[config.mk]
export PLATFORM = sky130hd
export DESIGN_NAME = traffic_light
export DESIGN_NICKNAME = d
export VERILOG_FILES = /design/src/rtl/traffic_light.sv
export SDC_FILE = /design/constraint.sdc
export NUM_CORES = 1
export LEC_CHECK = 0
export ABC_AREA = 0
export BUFFER_PORTS_ARGS = -buffer_cell sky130_fd_sc_hd__buf_2
export CORE_MARGIN = 8
export CORE_UTILIZATION = 61
export CTS_BUF_LIST = sky130_fd_sc_hd__clkbuf_16
export CTS_CLUSTER_DIAMETER = 60
export DETAILED_ROUTE_END_ITERATION = 8
export MAX_ROUTING_LAYER = met4
export PLACE_DENSITY = 0.81
export SLEW_MARGIN = 20
export SYNTH_ARGS = -nofsm -noshare
export SYNTH_HDL_FRONTEND = slang
export SYNTH_SLANG_ARGS = --single-unit
[constraint.sdc]
create_clock -name clk -period 6.4 [get_ports clk]
set_input_delay 0 -clock clk [delete_from_list [all_inputs] [get_ports clk]]
set_output_delay 0 -clock clk [all_outputs]
set_load 0.01 [all_outputs]
[src/rtl/traffic_light.sv]
// Two-road traffic light controller with yellow-phase countdown on a two-digit 7-segment display.
// Define TRAFFIC_LIGHT_SIM_FAST_EN to bypass the one-second divider (one tick per clock).
module traffic_light #(
  parameter int unsigned CLK_HZ     = 50_000_000,
  parameter int unsigned YELLOW_SEC = 5
) (
  input  logic       clk,
  input  logic       reset_n,
  input  logic       Ta,
  input  logic       Tb,
  output logic [7:0] led_7_segment_1,
  output logic [7:0] led_7_segment_2,
  output logic       led_7_segment_1_ena,
  output logic       led_7_segment_2_ena,
  output logic [2:0] La,
  output logic [2:0] Lb
);

  localparam int unsigned DivW = (CLK_HZ > 1) ? $clog2(CLK_HZ) : 1;

  localparam logic [2:0] LampGreen  = 3'b001;
  localparam logic [2:0] LampYellow = 3'b010;
  localparam logic [2:0] LampRed    = 3'b100;
  localparam logic [7:0] SegOff     = 8'hFF;

  typedef enum logic [1:0] {StAGreen, StAYellow, StBGreen, StBYellow} state_e;

  state_e          state_q, state_d;
  logic [6:0]      count_q, count_d;
  logic [DivW-1:0] div_q, div_d;
  logic            div_wrap, tick;

  logic [2:0] la_q, la_d, lb_q, lb_d;
  logic [7:0] seg1_q, seg1_d, seg2_q, seg2_d;
  logic       ena_q, ena_d;
  logic [6:0] tens, units;

  function automatic logic [7:0] seg_of(input logic [6:0] digit);
    logic [7:0] seg;
    unique case (digit)
      7'd0:    seg = 8'hC0;
      7'd1:    seg = 8'hF9;
      7'd2:    seg = 8'hA4;
      7'd3:    seg = 8'hB0;
      7'd4:    seg = 8'h99;
      7'd5:    seg = 8'h92;
      7'd6:    seg = 8'h82;
      7'd7:    seg = 8'hF8;
      7'd8:    seg = 8'h80;
      7'd9:    seg = 8'h90;
      default: seg = SegOff;
    endcase
    return seg;
  endfunction

  assign div_wrap = (div_q == DivW'(CLK_HZ - 1));

`ifdef TRAFFIC_LIGHT_SIM_FAST_EN
  assign tick = 1'b1;
`else
  assign tick = div_wrap;
`endif

  // Next state; the divider restarts on yellow entry so the first second is full length.
  always_comb begin
    state_d = state_q;
    count_d = count_q;
    div_d   = div_wrap ? '0 : div_q + 1'b1;
    unique case (state_q)
      StAGreen: begin
        if (!Ta) begin
          state_d = StAYellow;
          count_d = 7'(YELLOW_SEC);
          div_d   = '0;
        end
      end
      StAYellow: begin
        if (tick) begin
          count_d = count_q - 7'd1;
          if (count_q == 7'd1) state_d = StBGreen;
        end
      end
      StBGreen: begin
        if (!Tb) begin
          state_d = StBYellow;
          count_d = 7'(YELLOW_SEC);
          div_d   = '0;
        end
      end
      StBYellow: begin
        if (tick) begin
          count_d = count_q - 7'd1;
          if (count_q == 7'd1) state_d = StAGreen;
        end
      end
      default: state_d = StAGreen;
    endcase
  end

  // Output decode from the next state so the registered outputs track the state register.
  always_comb begin
    la_d   = LampRed;
    lb_d   = LampRed;
    seg1_d = SegOff;
    seg2_d = SegOff;
    ena_d  = 1'b0;
    tens   = count_d / 7'd10;
    units  = count_d % 7'd10;
    unique case (state_d)
      StAGreen:  la_d = LampGreen;
      StAYellow: la_d = LampYellow;
      StBGreen:  lb_d = LampGreen;
      StBYellow: lb_d = LampYellow;
      default:   la_d = LampGreen;
    endcase
    if (state_d == StAYellow || state_d == StBYellow) begin
      seg1_d = seg_of(tens);
      seg2_d = seg_of(units);
      ena_d  = 1'b1;
    end
  end

  always_ff @(posedge clk or negedge reset_n) begin
    if (!reset_n) begin
      state_q <= StAGreen;
      count_q <= '0;
      div_q   <= '0;
      la_q    <= LampGreen;
      lb_q    <= LampRed;
      seg1_q  <= SegOff;
      seg2_q  <= SegOff;
      ena_q   <= 1'b0;
    end else begin
      state_q <= state_d;
      count_q <= count_d;
      div_q   <= div_d;
      la_q    <= la_d;
      lb_q    <= lb_d;
      seg1_q  <= seg1_d;
      seg2_q  <= seg2_d;
      ena_q   <= ena_d;
    end
  end

  assign La                  = la_q;
  assign Lb                  = lb_q;
  assign led_7_segment_1     = seg1_q;
  assign led_7_segment_2     = seg2_q;
  assign led_7_segment_1_ena = ena_q;
  assign led_7_segment_2_ena = ena_q;

endmodule

==> reports/qor.txt <==
Layout Nets: 437
Syn Inst Count: 390
Final worst path period need: 5.94 ns
Flop-to-flop setup slack: 0.46 ns
Post-route ant nets: 0
Root buffer cell: clkbuf_16
GR Overflow Total: 0
Setup-failing EPs final: 0
Worst R2R Path Depth: 24
Worst-margin pin slew: 0.804 ns
Main synth FF type: dfrtp_1
CTS buffer count: 5
Detail Placement HPWL: 6050 microns
Num rows: 28
Final hold viol count: 0
Post-synth EDFFs: 0
FILL cells: 454
Postcts setup bufs: 0
Clk_lat worst skew: 0.29 ns
Global placer's final weighted congestion: 0.923
Worst R2R End: led_7_segment_2[5]
Drt wl/cell: 16.4 microns
Final WS setup: 0.461 ns
Clock tree sinks: 55
Kind of critical path: flip-flop to flip-flop
Leakage dissipation: 1.80 nW
DRC Markers: 0
Port Buffers: 25
Total core area: 0.00585 sq mm
Sequential-to-total area share from yosys stat: 38.4%
Switch Pwr: 0.291 mW
CTS Buffer Depth: 2
First-pass GRT wire length: 13400 microns
Arrival @ worst endpoint: 6.16 ns
Die Ht: 93.2 microns
Crit start category: flip-flop
Yosys cell types: 67
Sequential fraction of design power: 45.8%
Sw frac: 29.4%
Max-cap violations: 0
Comb pwr share: 24.0%
Ant. Diodes: 0
Highest clock rate: 0.168 GHz
Clock power share: 30.2%
Drt via density: 6.17
Crit. End Element: flip-flop
VDD IR max: 0.158 mV
Largest net degree at the start of global routing: 56
Cell count after placement: 483
RSZ-0062 raised after global routing: false
Dpl ws: 0.329 ns
Status: finished clean
Clock transition at the registers of the reported paths: 0.07 ns
Via count: 3035
Fin crit share: 92.8%
Int Pwr: 0.696 mW
Vias in the first global route: 2824
Pre-Repair DR Iteration Count: 4
Hold Path Class: input pin to flip-flop
Crit path to: led_7_segment_2[5]
Max Transition Viols Final: 0
Normalized max-slew margin: 46.3%
Initial Util: 62.2%
Tot GR Track Use: 19.5%
Post-synthesis sequential element count: 55
Die area: 0.00869 sq mm
Fin cells: 492
Drt first-iter violations: 245
Mapped Avg Cell Area: 9.33 sq um
Clock Skew: 0.00702 ns
Synthesized area: 0.00364 sq mm
Layout cell share with drive strength beyond 1: 19.2%
H-Tree Depth: 2
RR Startpoint: div_q[0]
CP Data Required Time: 6.62 ns
Synth warn: 0
Async SR Flop Fraction: 100%
TritonCTS clock tree: built
CP Max Fanout: 9
Die W: 93.2 microns
Routed wire length: 8050 microns
Setup TNS: 0 ns
Synth-to-Final Area Change: 10.5%
Crit path launch: div_q[0]
PwrDens: 246 mW/mm^2
IO Count: 28
Antenna violations before repair: 0
[placed cells by master, fill, tap and decap left out, drive strengths merged, types with 3 or more instances in the layout]
master and n:
a211oi 5, a21boi 3, a21o 5, a21oi 16, a31oi 3, a32oi 3
and3 10, and4 10, buf 30, clkbuf 5, clkinv 3, dfrtp 39
dfstp 16, ha 17, inv 18, mux2 3, mux2i 8, nand2 32
nand2b 5, nand3 11, nand4 13, nor2 45, nor2b 3, nor3 11
nor3b 3, nor4 4, nor4b 4, o211ai 3, o21ai 23, o31ai 4
or3 7, or4 3, xnor2 9, xor2 16
[logic make-up (layout without fill, tap and decap cells)]
group	after synthesis	after routing	share of synthesized area, %
and+or+nand+nor	167	167	24.8
buffers and inverters	32	58	4.20
xor gates and xnor gates	25	25	6.02
muxes	11	11	3.47
adders and majority gates	17	17	5.85
DFF	55	55	38.4
AOI/OAI and AO/OA	82	82	17.1
other	1	2	0.103
[power by group through the flow]
stage / clock network [mW] / logic, mW / registers, mW
finish: 0.298 / 0.237 / 0.452
CTS: 0.302 / 0.238 / 0.450
global route: 0.315 / 0.263 / 0.459
floorplan: 0 / 0.154 / 0.465
detailed placement: 0 / 0.236 / 0.456
global placement: 0 / 0.232 / 0.454
[final cells by class]
class	count	area (sq um)	area share, %
Tap cell	75	93.8	2.33
Inverter	19	76.3	1.90
Clock inverter	3	38.8	0.965
Sequential cell	55	1400	34.7
Timing Repair Buffer	31	173	4.30
Clock buffer	5	125	3.11
Multi-Input combinational cell	304	2120	52.7
[critical path: stages, from the launching register on]
cell,delay [ns]
dfrtp_1,0.38
ha_1,0.23
nand4_1,0.16
nor4_2,0.40
a21oi_1,0.17
a211oi_4,0.41
o21ai_1,0.29
a32o_1,0.31
a21oi_1,0.18
ha_1,0.24
nand4_1,0.12
o41ai_1,0.37
a21o_1,0.19
a32oi_1,0.13
and3_1,0.25
nor2_2,0.21
inv_1,0.10
ha_1,0.24
a21oi_1,0.26
nor2_1,0.11
nand2_1,0.16
inv_2,0.11
mux2i_4,0.32
mux2_2,0.39
o21ai_1,0.14
[synth_stat cells, drive strengths merged (2+ instances only)]
| master | count | area, sq um |
|---|---|---|
| and2 | 2 | 12.5 |
| nor2b | 3 | 18.8 |
| and4b | 2 | 20.0 |
| nor2 | 45 | 169 |
| nor3 | 11 | 55.1 |
| mux2 | 3 | 33.8 |
| o31ai | 4 | 35.0 |
| nor4b | 4 | 35.0 |
| nor3b | 3 | 22.5 |
| a21oi | 16 | 80.1 |
| ha | 17 | 213 |
| and4 | 10 | 87.6 |
| o211a | 2 | 20.0 |
| o21ai | 23 | 115 |
| and3 | 10 | 62.6 |
| a211oi | 5 | 55.1 |
| or4 | 3 | 22.5 |
| xor2 | 16 | 140 |
| mux2i | 8 | 92.6 |
| or3 | 7 | 43.8 |
| dfstp | 16 | 420 |
| a32oi | 3 | 26.3 |
| a21o | 5 | 37.5 |
| a21boi | 3 | 22.5 |
| dfrtp | 39 | 976 |
| buf | 6 | 50.0 |
| xnor2 | 9 | 78.8 |
| nor4 | 4 | 37.5 |
| inv | 18 | 67.6 |
| nand2 | 32 | 120 |
| a221oi | 2 | 23.8 |
| a31oi | 3 | 33.8 |
| nand4 | 13 | 87.6 |
| o211ai | 3 | 27.5 |
| nand3 | 11 | 60.1 |
| o311ai | 2 | 17.5 |
| clkbuf | 7 | 26.3 |
| nand2b | 5 | 31.3 |
[metal layers]
layer,GRT usage [%],share of wire [%]
met4,9.53,3.1
met2,31.2,50
met1,23.6,43
met3,2.72,4.3
met5,-,0
[metrics by stage]
stage / area [sq um] / power, mW / utilization, % / hold WS [ns]
after global routing: 4020 / 1.04 / 68.7 / 0.0412
after CTS: 4000 / 0.990 / 68.3 / 0.0406
final: 4020 / 0.987 / 68.7 / 0.0414
after global placement: 3820 / 0.687 / 65.3 / 0.153
after floorplan: 3640 / 0.619 / - / -0.296
after detailed placement: 3820 / 0.692 / 65.3 / 0.158
[state kept, by name, summed over array words and instances, names as in the netlist]
signal	count
div_q	26
count_q	7
led_7_segment_2	7
state_q	1
led_7_segment_1_ena	1
Lb	3
La	3
led_7_segment_1	7
[worst min-delay path by stage]
stage,from,end,slack (ns),cells past startpoint
2_1_floorplan,reset_n,La[1],-0.30,0
3_3_place_gp,reset_n,div_q[13],0.15,2
3_5_place_dp,reset_n,div_q[13],0.16,2
4_1_cts,Tb,Lb[1],0.04,3
5_1_grt,Tb,Lb[1],0.04,3
6_report,Tb,Lb[1],0.04,3
[repair_timing]
| action | 4_1_cts | 5_1_grt |
|---|---|---|
| resized for setup | 0 | 5 |
| endpoints found under the setup margin | 0 | 10 |
| hold buffers | 1 | 0 |
| endpoints found under the hold margin | 39 | 0 |
Power figures use the tool's default switching activity.
